--- src/rtl/exception_unit_pkg.sv ---
// Shared CP0 definitions for the exception unit: exception codes, trap vector,
// CP0 register addresses, flag bit positions and the FSM state type.
package exception_unit_pkg;

  localparam int unsigned XLEN       = 32;
  localparam int unsigned INT_W      = 6;
  localparam int unsigned REG_ADDR_W = 5;

  localparam logic [REG_ADDR_W-1:0] CP0_STATUS = 5'd12;
  localparam logic [REG_ADDR_W-1:0] CP0_CAUSE  = 5'd13;
  localparam logic [REG_ADDR_W-1:0] CP0_EPC    = 5'd14;

  localparam logic [XLEN-1:0] EXC_NONE     = 32'h0000_0000;
  localparam logic [XLEN-1:0] EXC_INT      = 32'h0000_0001;
  localparam logic [XLEN-1:0] EXC_SYSCALL  = 32'h0000_0008;
  localparam logic [XLEN-1:0] EXC_INVALID  = 32'h0000_000a;
  localparam logic [XLEN-1:0] EXC_OVERFLOW = 32'h0000_000c;
  localparam logic [XLEN-1:0] EXC_TRAP     = 32'h0000_000d;
  localparam logic [XLEN-1:0] EXC_ERET     = 32'h0000_000e;

  localparam logic [XLEN-1:0] EXC_VECTOR = 32'h0000_0020;

  // Cause bits a WB-stage mtc0 may overwrite: software interrupts, IV, WP
  localparam logic [XLEN-1:0] CAUSE_FWD_MASK = 32'h00c0_0300;

  localparam int unsigned FLAG_SYSCALL  = 8;
  localparam int unsigned FLAG_INVALID  = 9;
  localparam int unsigned FLAG_TRAP     = 10;
  localparam int unsigned FLAG_OVERFLOW = 11;
  localparam int unsigned FLAG_ERET     = 12;

  typedef enum logic [1:0] {
    ST_IDLE   = 2'd0,
    ST_FLUSH  = 2'd1,
    ST_SHADOW = 2'd2
  } state_t;

  typedef struct packed {
    logic [XLEN-1:0] code;
    logic [XLEN-1:0] addr;
    logic            ds;
    logic [XLEN-1:0] new_pc;
  } exc_req_t;

endpackage

--- src/rtl/exception_unit_if.sv ---
// Bus between the MEM/WB pipeline plus CP0 and the exception unit.
interface exception_unit_if;
  import exception_unit_pkg::*;

  logic [XLEN-1:0]       exception_flags_i;
  logic [XLEN-1:0]       current_inst_addr_i;
  logic                  is_in_delayslot_i;
  logic [INT_W-1:0]      interrupt_i;
  logic [XLEN-1:0]       status_i;
  logic [XLEN-1:0]       cause_i;
  logic [XLEN-1:0]       epc_i;
  logic                  wb_cp0_write_en_i;
  logic [REG_ADDR_W-1:0] wb_cp0_write_addr_i;
  logic [XLEN-1:0]       wb_cp0_write_data_i;

  logic [XLEN-1:0]       exception_type_o;
  logic [XLEN-1:0]       current_inst_addr_o;
  logic                  is_in_delayslot_o;
  logic                  flush_o;
  logic [XLEN-1:0]       new_pc_o;
  logic [INT_W-1:0]      int_lines_o;

  modport master (
    output exception_flags_i, current_inst_addr_i, is_in_delayslot_i, interrupt_i,
    output status_i, cause_i, epc_i,
    output wb_cp0_write_en_i, wb_cp0_write_addr_i, wb_cp0_write_data_i,
    input  exception_type_o, current_inst_addr_o, is_in_delayslot_o,
    input  flush_o, new_pc_o, int_lines_o
  );

  modport slave (
    input  exception_flags_i, current_inst_addr_i, is_in_delayslot_i, interrupt_i,
    input  status_i, cause_i, epc_i,
    input  wb_cp0_write_en_i, wb_cp0_write_addr_i, wb_cp0_write_data_i,
    output exception_type_o, current_inst_addr_o, is_in_delayslot_o,
    output flush_o, new_pc_o, int_lines_o
  );

endinterface

--- src/rtl/int_sync.sv ---
// Multi-flop synchronizer for asynchronous level inputs; DEPTH >= 1 stages.
module int_sync #(
  parameter int unsigned WIDTH = 1,
  parameter int unsigned DEPTH = 2
) (
  input  logic             clk,
  input  logic             rst,
  input  logic [WIDTH-1:0] d,
  output logic [WIDTH-1:0] q
);

  localparam int unsigned LAST = DEPTH - 1;

  logic [WIDTH-1:0] stage [DEPTH];

  always_ff @(posedge clk or posedge rst) begin
    if (rst) begin
      for (int i = 0; i < int'(DEPTH); i++) stage[i] <= '0;
    end else begin
      stage[0] <= d;
      for (int i = 1; i < int'(DEPTH); i++) stage[i] <= stage[i-1];
    end
  end

  assign q = stage[LAST];

endmodule

--- src/rtl/exception_unit.sv ---
// MEM-stage exception arbiter: prioritises interrupts/exceptions, flushes the
// pipeline and redirects the PC. Define INT_SYNC_EN for a 2-flop interrupt synchronizer.
module exception_unit
  import exception_unit_pkg::*;
(
  input  logic             clk,
  input  logic             rst,
  exception_unit_if.slave  bus
);

`ifdef INT_SYNC_EN
  localparam int unsigned SYNC_DEPTH = 2;
`else
  localparam int unsigned SYNC_DEPTH = 1;
`endif

  logic [INT_W-1:0] int_lines;

  int_sync #(.WIDTH(INT_W), .DEPTH(SYNC_DEPTH)) u_int_sync (
    .clk (clk),
    .rst (rst),
    .d   (bus.interrupt_i),
    .q   (int_lines)
  );

  assign bus.int_lines_o = int_lines;

  logic [XLEN-1:0] eff_status;
  logic [XLEN-1:0] eff_cause;
  logic [XLEN-1:0] eff_epc;
  logic            int_pending;
  logic            bubble;
  exc_req_t        req;

  // CP0 forwarding from WB, then priority encode the MEM-stage instruction
  always_comb begin
    eff_status = bus.status_i;
    eff_cause  = bus.cause_i;
    eff_epc    = bus.epc_i;
    if (bus.wb_cp0_write_en_i) begin
      if (bus.wb_cp0_write_addr_i == CP0_STATUS) eff_status = bus.wb_cp0_write_data_i;
      if (bus.wb_cp0_write_addr_i == CP0_CAUSE)
        eff_cause = (bus.cause_i & ~CAUSE_FWD_MASK) | (bus.wb_cp0_write_data_i & CAUSE_FWD_MASK);
      if (bus.wb_cp0_write_addr_i == CP0_EPC) eff_epc = bus.wb_cp0_write_data_i;
    end

    bubble      = (bus.current_inst_addr_i == '0);
    int_pending = ((eff_cause[15:8] & eff_status[15:8]) != 8'h00) && eff_status[0]
                  && !eff_status[1] && !bubble;

    req      = '0;
    req.addr = bus.current_inst_addr_i;
    req.ds   = bus.is_in_delayslot_i;
    if (bubble)                                      req.code = EXC_NONE;
    else if (int_pending)                            req.code = EXC_INT;
    else if (bus.exception_flags_i[FLAG_SYSCALL])    req.code = EXC_SYSCALL;
    else if (bus.exception_flags_i[FLAG_INVALID])    req.code = EXC_INVALID;
    else if (bus.exception_flags_i[FLAG_TRAP])       req.code = EXC_TRAP;
    else if (bus.exception_flags_i[FLAG_OVERFLOW])   req.code = EXC_OVERFLOW;
    else if (bus.exception_flags_i[FLAG_ERET])       req.code = EXC_ERET;
    else                                             req.code = EXC_NONE;
    req.new_pc = (req.code == EXC_ERET) ? eff_epc : EXC_VECTOR;
  end

  logic unused_bits;
  assign unused_bits = ^{bus.exception_flags_i[31:13], bus.exception_flags_i[7:0],
                         eff_status[31:16], eff_status[7:2], eff_cause[31:16], eff_cause[7:0]};

  state_t          state;
  logic [XLEN-1:0] exc_type_q;
  logic [XLEN-1:0] addr_q;
  logic            ds_q;
  logic            flush_q;
  logic [XLEN-1:0] new_pc_q;

  // Accept only in IDLE; FLUSH and SHADOW cover the pipeline refill window
  always_ff @(posedge clk or posedge rst) begin
    if (rst) begin
      state      <= ST_IDLE;
      exc_type_q <= '0;
      addr_q     <= '0;
      ds_q       <= 1'b0;
      flush_q    <= 1'b0;
      new_pc_q   <= '0;
    end else begin
      case (state)
        ST_IDLE: begin
          if (req.code != EXC_NONE) begin
            exc_type_q <= req.code;
            addr_q     <= req.addr;
            ds_q       <= req.ds;
            flush_q    <= 1'b1;
            new_pc_q   <= req.new_pc;
            state      <= ST_FLUSH;
          end
        end
        ST_FLUSH: begin
          exc_type_q <= '0;
          addr_q     <= '0;
          ds_q       <= 1'b0;
          flush_q    <= 1'b0;
          new_pc_q   <= '0;
          state      <= ST_SHADOW;
        end
        ST_SHADOW: state <= ST_IDLE;
        default:   state <= ST_IDLE;
      endcase
    end
  end

  assign bus.exception_type_o    = exc_type_q;
  assign bus.current_inst_addr_o = addr_q;
  assign bus.is_in_delayslot_o   = ds_q;
  assign bus.flush_o             = flush_q;
  assign bus.new_pc_o            = new_pc_q;

endmodule

--- src/flat_wrapper.sv ---
// flat-port wrapper written by rule: the top's interface ports become plain ports
module exception_unit_flat import exception_unit_pkg::*;
  (clk, rst, bus_exception_flags_i, bus_current_inst_addr_i, bus_is_in_delayslot_i, bus_interrupt_i, bus_status_i, bus_cause_i, bus_epc_i, bus_wb_cp0_write_en_i, bus_wb_cp0_write_addr_i, bus_wb_cp0_write_data_i, bus_exception_type_o, bus_current_inst_addr_o, bus_is_in_delayslot_o, bus_flush_o, bus_new_pc_o, bus_int_lines_o);
  exception_unit_if bus_i ();
  input  logic clk;
  input  logic rst;
  input wire logic [$bits(bus_i.exception_flags_i)-1:0] bus_exception_flags_i;
  input wire logic [$bits(bus_i.current_inst_addr_i)-1:0] bus_current_inst_addr_i;
  input wire logic [$bits(bus_i.is_in_delayslot_i)-1:0] bus_is_in_delayslot_i;
  input wire logic [$bits(bus_i.interrupt_i)-1:0] bus_interrupt_i;
  input wire logic [$bits(bus_i.status_i)-1:0] bus_status_i;
  input wire logic [$bits(bus_i.cause_i)-1:0] bus_cause_i;
  input wire logic [$bits(bus_i.epc_i)-1:0] bus_epc_i;
  input wire logic [$bits(bus_i.wb_cp0_write_en_i)-1:0] bus_wb_cp0_write_en_i;
  input wire logic [$bits(bus_i.wb_cp0_write_addr_i)-1:0] bus_wb_cp0_write_addr_i;
  input wire logic [$bits(bus_i.wb_cp0_write_data_i)-1:0] bus_wb_cp0_write_data_i;
  output wire logic [$bits(bus_i.exception_type_o)-1:0] bus_exception_type_o;
  output wire logic [$bits(bus_i.current_inst_addr_o)-1:0] bus_current_inst_addr_o;
  output wire logic [$bits(bus_i.is_in_delayslot_o)-1:0] bus_is_in_delayslot_o;
  output wire logic [$bits(bus_i.flush_o)-1:0] bus_flush_o;
  output wire logic [$bits(bus_i.new_pc_o)-1:0] bus_new_pc_o;
  output wire logic [$bits(bus_i.int_lines_o)-1:0] bus_int_lines_o;
  assign bus_i.exception_flags_i = bus_exception_flags_i;
  assign bus_i.current_inst_addr_i = bus_current_inst_addr_i;
  assign bus_i.is_in_delayslot_i = bus_is_in_delayslot_i;
  assign bus_i.interrupt_i = bus_interrupt_i;
  assign bus_i.status_i = bus_status_i;
  assign bus_i.cause_i = bus_cause_i;
  assign bus_i.epc_i = bus_epc_i;
  assign bus_i.wb_cp0_write_en_i = bus_wb_cp0_write_en_i;
  assign bus_i.wb_cp0_write_addr_i = bus_wb_cp0_write_addr_i;
  assign bus_i.wb_cp0_write_data_i = bus_wb_cp0_write_data_i;
  assign bus_exception_type_o = bus_i.exception_type_o;
  assign bus_current_inst_addr_o = bus_i.current_inst_addr_o;
  assign bus_is_in_delayslot_o = bus_i.is_in_delayslot_o;
  assign bus_flush_o = bus_i.flush_o;
  assign bus_new_pc_o = bus_i.new_pc_o;
  assign bus_int_lines_o = bus_i.int_lines_o;
  exception_unit u_core (.clk(clk), .rst(rst), .bus(bus_i));
endmodule
--- config.mk ---
export PLATFORM = sky130hd
export DESIGN_NAME = exception_unit_flat
export DESIGN_NICKNAME = d
export VERILOG_FILES = /design/src/rtl/exception_unit_pkg.sv /design/src/rtl/exception_unit_if.sv /design/src/rtl/int_sync.sv /design/src/rtl/exception_unit.sv /design/src/flat_wrapper.sv
export SDC_FILE = /design/constraint.sdc
export NUM_CORES = 1
export LEC_CHECK = 0
export CAP_MARGIN = 20
export CORE_AREA = 3 3 119 121
export DETAILED_ROUTE_END_ITERATION = 12
export DIE_AREA = 0 0 122 124
export PLACE_DENSITY = 0.81
export SLEW_MARGIN = 10
export SYNTH_ARGS = -nofsm -noshare
export SYNTH_HDL_FRONTEND = slang
export SYNTH_SLANG_ARGS = --single-unit
--- constraint.sdc ---
create_clock -name clk -period 2.45 [get_ports clk]
set_input_delay 0.245 -clock clk [delete_from_list [all_inputs] [get_ports clk]]
set_output_delay 0.245 -clock clk [all_outputs]
set_load 0.005 [all_outputs]
==> results by group, run 1 <==
Route
  • DR WL/cell: 18.0 um
  • Via count: 3667
  • Post-Route WL: 13400 um
  • Vias/cell: 4.94
  • DRT Pass-1 Iters: 4
  • # DRC: 0
  • Remaining antenna violation count: 0
  • Iteration-0 DRC Markers: 140

Die
  • FP Rows: 42
  • Area of the core: 0.0132 mm^2
  • Die Span Y: 124 um
  • Top Ports: 311
  • Initial Util: 29.9%
  • Chip width: 122 um
  • Die ar.: 0.0151 mm^2

GRT
  • Total grt overflow: 0
  • Largest net degree at the start of global routing: 79
  • Total Routing Usage GR: 17.5%
  • Initial antenna violation count: 0
  • First-pass GRT wire length: 20300 um
  • Vias in the first global route: 3788

Clock tree
  • Clock Path Buffers: 2
  • CTS buffer count: 9
  • Root buffer cell: clkbuf_16
  • Clock transition at path regs: 50 ps
  • CTS tree: done
  • Worst-skew pair later-pin latency: 330 ps
  • Cts-stage hold buffer count: 0
  • H-tree Lvls: 3
  • Clock Sinks: 78

Worst setup path
  • Reg2reg path depth: 4
  • R2R Setup Slk: 800 ps
  • CP required: 2720 ps
  • CP startpoint kind: input port
  • CP Launch Point: bus_wb_cp0_write_addr_i[0]
  • Critical path class: input port to register
  • Worst EP arrival: 2600 ps
  • Worst Path Max Fanout: 6
  • R2R Path Start: u_core.state[1]
  • Worst setup EP type: register

Power and ir drop
  • Leakage Power: 2.76 nW
  • Maximum vdd drop: 0.000711 V
  • Pwr/cell area: 838 mW/mm^2

Logic synthesis
  • Synth Instances: 327
  • Avg Inst Size Synth: 12.1 um^2
  • Flops & latches, synth: 78
  • Top-count cell post-synth: dfrtp_1
  • Most frequent cells after synthesis: dfrtp_1 (78), a32o_1 (35), nand2_1 (35), mux2i_1 (31), o22ai_2 (30)
  • Distinct cell type count after synthesis: 41
  • Post-synthesis cell area: 0.00394 mm^2
  • EDFF count, synth: 0
  • Ranking of synthesized cells by area: dfrtp_1 (50%), o22ai_2 (9.5%), a32o_1 (8.9%), mux2i_1 (7.9%), buf_4 (5.5%)
  • Synth area leader: dfrtp_1
  • Sequential element share of the synthesized area: 49.5%
  • Syn. warnings: 0
  • Ys async rst share: 100%
  • Top cell type's share of synthesized area: 49.5%
  • Dominant synthesized flop cell: dfrtp_1

Timing
  • RSZ-0062 raised after global routing: false
  • Max-slew violation count: 0
  • Skew final: 5.05 ps
  • Post-route clock period utilization: 95.3%
  • Final setup TNS: 0 ps
  • Final setup fails: 0
  • Worst slew pin tran: 539 ps
  • Fmax: 0.428 GHz
  • Worst relative slew slack: 64.1%
  • Shortest period the worst path allows: 2330 ps
  • Final hold violation count: 0

Layout
  • Area Growth Syn to Fin: 75.3%
  • ANT cells: 0
  • Share of cells above drive strength 1: 19.6%
  • Nets@finish: 769
  • Fin util: 52.4%
  • Fillers: 1112

Run
  • Max_cap viols: 0

Min path
  • Worst Hold Class: input port to async pin

Status
  • Status: complete, no violations

Placement
  • GP Congestion: 0.758
  • Port bufs: 209
  • Post-DP HPWL: 9590 um
==> path summary, 6_finish.rpt <==
path	end
worst max register to register	u_core.bus.new_pc_o[20]
min in group clk	u_core.u_int_sync.q[1]
worst max-delay path	u_core.bus.current_inst_addr_o[26]
worst min register to register	u_core.bus.flush_o
max in group asynchronous	u_core.u_int_sync.q[2]
worst min-delay path	u_core.bus.current_inst_addr_o[1]
==> layout make-up <==
type                            count  area [um^2]  area share [%]
Sequential cell                    78         1950            28.2
Clock inverter                      4         70.1            1.01
Multi-Input combinational cell    218         1800            26.0
Tap cell                          176          220            3.19
Clock buffer                       11          253            3.66
Inverter                            5         20.0           0.290
Timing Repair Buffer              250         2600            37.6
==> flip-flops by register name, indices dropped and copies added (netlist names) <==
| name | cells |
|---|---|
| u_core.bus.current_inst_addr_o | 32 |
| u_core.bus.new_pc_o | 32 |
| u_core.u_int_sync.q | 6 |
| u_core.bus.exception_type_o | 4 |
| u_core.state | 2 |
| u_core.bus.flush_o | 1 |
| u_core.bus.is_in_delayslot_o | 1 |
==> routing by layer <==
metal  track usage [%]  wire (um)  share of wire, %  vias up
li1                  -          -                 -     1656
met1              20.1       5010                37     1799
met2              30.6       6800                51      196
met3              6.40       1390                10       16
met4              4.90        186               1.4        0
met5                 0          0                 0        -
==> metrics by stage <==
stage / hold slack (ps) / power (mW) / setup slack, ps / cell area [um^2] / instances
final: 330 / 5.79 / 116 / 6910 / 742
after floorplan: 276 / 2.75 / -21.7 / 4060 / 354
after CTS: 331 / 5.86 / 5.19 / 6890 / 741
after global placement: 475 / 3.91 / -519 / 6290 / 711
after detailed placement: 479 / 3.97 / -629 / 6290 / 711
after global routing: 346 / 6.11 / 2.45 / 6910 / 742
==> power breakdown <==
part	internal [mW]	total [mW]	switching [mW]
clock	0.937	1.43	0.497
sequential	1.62	1.81	0.199
combinational	1.48	2.54	1.06
==> kinds of logic (layout without fill, tap and decap cells) <==
family	after synthesis	count (layout)	synth area share, %
flip-flops	78	78	49.5
AND/OR/NAND/NOR	64	64	8.25
other	1	28	0.0951
AO/OA/AOI/OAI	90	90	23.6
buffers and inverters	58	270	9.17
multiplexers	36	36	9.39
==> critical path, stage by stage <==
cell           delay, ps
dlygate4sd2_1        270
nor3_4               230
buf_12               140
mux2_4               300
a221oi_4             290
a41oi_4              170
buf_6                160
o21ai_4              190
buf_6                130
buf_6                100
buf_12               100
buf_16               110
a32o_1               150
==> layout by cell type (no fill, tap or decap), types with 3 or more instances in the layout <==
cell / n
a21oi_1: 4
a31oi_1: 3
a32o_1: 35
buf_12: 8
buf_16: 5
buf_2: 4
buf_4: 24
buf_6: 4
clkbuf_16: 9
clkdlybuf4s50_1: 197
clkinv_2: 3
conb_1: 28
dfrtp_1: 78
dlygate4sd2_1: 3
dlymetal6s2s_1: 4
inv_1: 4
mux2_2: 3
mux2i_1: 31
nand2_1: 35
nor2_1: 7
nor4_1: 9
o22ai_2: 30
==> repair_timing <==
item / 4_1_cts / 5_1_grt
setup endpoints to repair: 69 / 22
cloned: 5 / 0
endpoints found under the hold margin: 0 / 0
pin swaps: 15 / 7
setup buffers: 11 / 2
resized for setup: 37 / 7
Power figures use the tool's default switching activity.
==> run 2: changes to the inputs <==
--- a/config.mk
+++ b/config.mk
@@ -6,10 +6,13 @@
 export NUM_CORES = 1
 export LEC_CHECK = 0
 export CAP_MARGIN = 20
-export CORE_AREA = 3 3 119 121
+export CELL_PAD_IN_SITES_DETAIL_PLACEMENT = 2
+export CELL_PAD_IN_SITES_GLOBAL_PLACEMENT = 2
+export CORE_MARGIN = 3
+export CORE_UTILIZATION = 18
 export DETAILED_ROUTE_END_ITERATION = 12
-export DIE_AREA = 0 0 122 124
-export PLACE_DENSITY = 0.81
+export PLACE_DENSITY = 0.87
+export SKIP_LAST_GASP = 1
 export SLEW_MARGIN = 10
 export SYNTH_ARGS = -nofsm -noshare
 export SYNTH_HDL_FRONTEND = slang
==> run 2 against run 1 <==
Sequential share of layout area fell by 0.071 points; critical path depth fell by 4; maximum frequency fell by 0.66%; largest cell class unchanged; utilization fell by 20 points; hold slack got worse by 18 ps; sequential cell count did not move.
==> results by group, run 2 (synthesis gave the netlist of run 1 again) <==
Power and ir drop
  • Gate power share: 41.1% (-2.8 points)
  • Maximum vdd drop: 0.000369 V (-48%)
  • Switching part of the total power: 31.8% (+1.5 points)
  • NetSw: 1.80 mW (+2.7%)
  • Clock share of power: 26.8% (+2.0 points)
  • Internal power: 3.87 mW (-4.1%)
  • Pwr/cell area: 819 mW/mm^2 (-2.3%)
  • Leakage Power: 2.70 nW (-2.3%)
  • Sequential power share: 32.1% (+0.8 points)

GRT
  • First-pass GRT wire length: 25000 um (+23%)
  • Largest net degree at the start of global routing: 33 (-58%)
  • Vias in the first global route: 4161 (+9.8%)
  • Total Routing Usage GR: 13.5% (-4.0 points)
  • Initial antenna violation count: 0 (unchanged)
  • Total grt overflow: 0 (unchanged)

Status
  • Status: complete, no violations

Timing
  • Worst slew pin tran: 626 ps (+87.5 ps)
  • Final setup fails: 0 (unchanged)
  • RSZ-0062 raised after global routing: true
  • Max-slew violation count: 0 (unchanged)
  • Shortest period the worst path allows: 2350 ps (+15.6 ps)
  • Worst relative slew slack: 58.3% (-5.8 points)
  • Post-route clock period utilization: 95.9% (+0.64 points)
  • Skew final: 5.89 ps (+0.836 ps)
  • Fmax: 0.426 GHz (-0.66%)
  • Post-route setup slack: 101 ps (-15.6 ps)
  • Final hold violation count: 0 (unchanged)

Route
  • # DRC: 0 (unchanged)
  • DRT Pass-1 Iters: 4 (unchanged)
  • Remaining antenna violation count: 0 (unchanged)
  • DR WL/cell: 19.7 um (+9.2%)
  • Vias/cell: 4.32 (-13%)
  • Iteration-0 DRC Markers: 111 (-21%)
  • Via count: 3623 (-1.2%)
  • Post-Route WL: 16500 um (+23%)

Layout
  • Most frequent cells in the layout: clkdlybuf4s50_1 (201), dfrtp_1 (78), nand2_1 (35), a32o_1 (35), mux2i_1 (31)
  • Nets@finish: 765 (-0.52%)
  • ANT cells: 0 (unchanged)
  • Area Growth Syn to Fin: 75.8%
  • Most common cell after layout, fill and taps aside: clkdlybuf4s50_1
  • Share of cells above drive strength 1: 18.1% (-1.5 points)
  • Fin util: 32.6% (-20 points)

Clock tree
  • Cts-stage hold buffer count: 0 (unchanged)
  • CTS buffer count: 9 (unchanged)
  • Clock Path Buffers: 2 (unchanged)
  • Clock Sinks: 78 (unchanged)
  • CTS tree: done
  • H-tree Lvls: 3 (unchanged)
  • Clock transition at path regs: 60 ps (about the same)
  • Worst-skew pair later-pin latency: 340 ps (about the same)
  • Root buffer cell: clkbuf_16

Placement
  • Post-DP HPWL: 12600 um (+32%)
  • GP Congestion: 0.746 (-1.5%)
  • Port bufs: 209 (unchanged)
  • Worst slack at placement: -632 ps (-3.41 ps)

Worst setup path
  • Worst EP arrival: 2570 ps (-30 ps)
  • Worst setup EP type: register
  • CP required: 2670 ps (-50 ps)
  • Critical path class: input port to register
  • CP startpoint kind: input port
  • Worst Path Max Fanout: 5 (-1)

Die
  • Top Ports: 311 (unchanged)
  • Area of the core: 0.0213 mm^2 (+61%)
  • Chip width: 154 um (+26%)
  • Initial Util: 18.5% (-11 points)
  • Die ar.: 0.0237 mm^2 (+57%)
  • FP Rows: 53 (+26%)
  • Die Span Y: 154 um (+24%)

Min path
  • Worst Hold Class: input port to async pin

Run
  • Max_cap viols: 0 (unchanged)
[run 2: final timing paths]
check / from / end / slack (ps) / cells past startpoint
setup / recovery: bus_wb_cp0_write_addr_i[4] / u_core.bus.new_pc_o[5] / 100 / 9
hold reg to reg: u_core.bus.exception_type_o[1] / u_core.bus.exception_type_o[1] / 520 / 1
setup reg to reg: u_core.state[1] / u_core.bus.new_pc_o[31] / 720 / 4
max in group asynchronous: rst / u_core.bus.current_inst_addr_o[15] / 1390 / 3
min in group clk: bus_interrupt_i[1] / u_core.u_int_sync.q[1] / 350 / 1
hold / removal: rst / u_core.bus.new_pc_o[2] / 310 / 2
[run 2: critical path, stage by stage]
cell and delay, ps:
clkdlybuf4s15_2 190, nand4b_4 190, nor3_4 260, mux2_4 350
a221oi_4 310, a41oi_4 170, buf_6 160, or4_4 460
a32o_1 220
[run 2: power by group through the flow]
stage	clock [mW]	sequential, mW	combinational (mW)
6_report	1.52	1.82	2.33
5_1_grt	1.64	1.87	2.51
4_1_cts	1.58	1.82	2.36
3_5_place_dp	0	1.84	2.33
3_3_place_gp	0	1.81	2.29
2_1_floorplan	0	1.83	0.915
[run 2: layout make-up]
cell class | count | area, um^2
well taps | 275 | 344
flip-flops and latches | 78 | 1950
clock buffers | 13 | 270
repair buffers | 246 | 2490
inverters | 5 | 20.0
fillers | 2287 | 14400
multi-input cells | 218 | 1780
clock inverters | 3 | 65.1
[run 2: routing by layer]
layer	up-vias	GRT usage [%]	wire length [um]
li1	1653	-	-
met1	1824	15.8	6570
met2	137	23.8	8510
met3	9	4.76	1290
met4	0	2.65	126
met5	-	0	0
[run 2: metrics by stage]
| step | instances | TNS, ps | hold slack, ps | area [um^2] | total power, mW |
|---|---|---|---|---|---|
| floorplan | 354 | -651 | 276 | 4060 | 2.75 |
| global placement | 819 | -32160 | 498 | 6520 | 4.10 |
| detailed placement | 819 | -37960 | 502 | 6520 | 4.17 |
| CTS | 838 | 0 | 331 | 6910 | 5.77 |
| global route | 838 | -4.45 | 333 | 6930 | 6.02 |
| finish | 838 | 0 | 312 | 6930 | 5.67 |
[run 2: timing repair]
action                                  CTS  global route
pin swaps                                 6             4
setup buffers                             2             0
gates resized for setup                  14             6
endpoints found under the setup margin   69            66
cloned                                    1             0
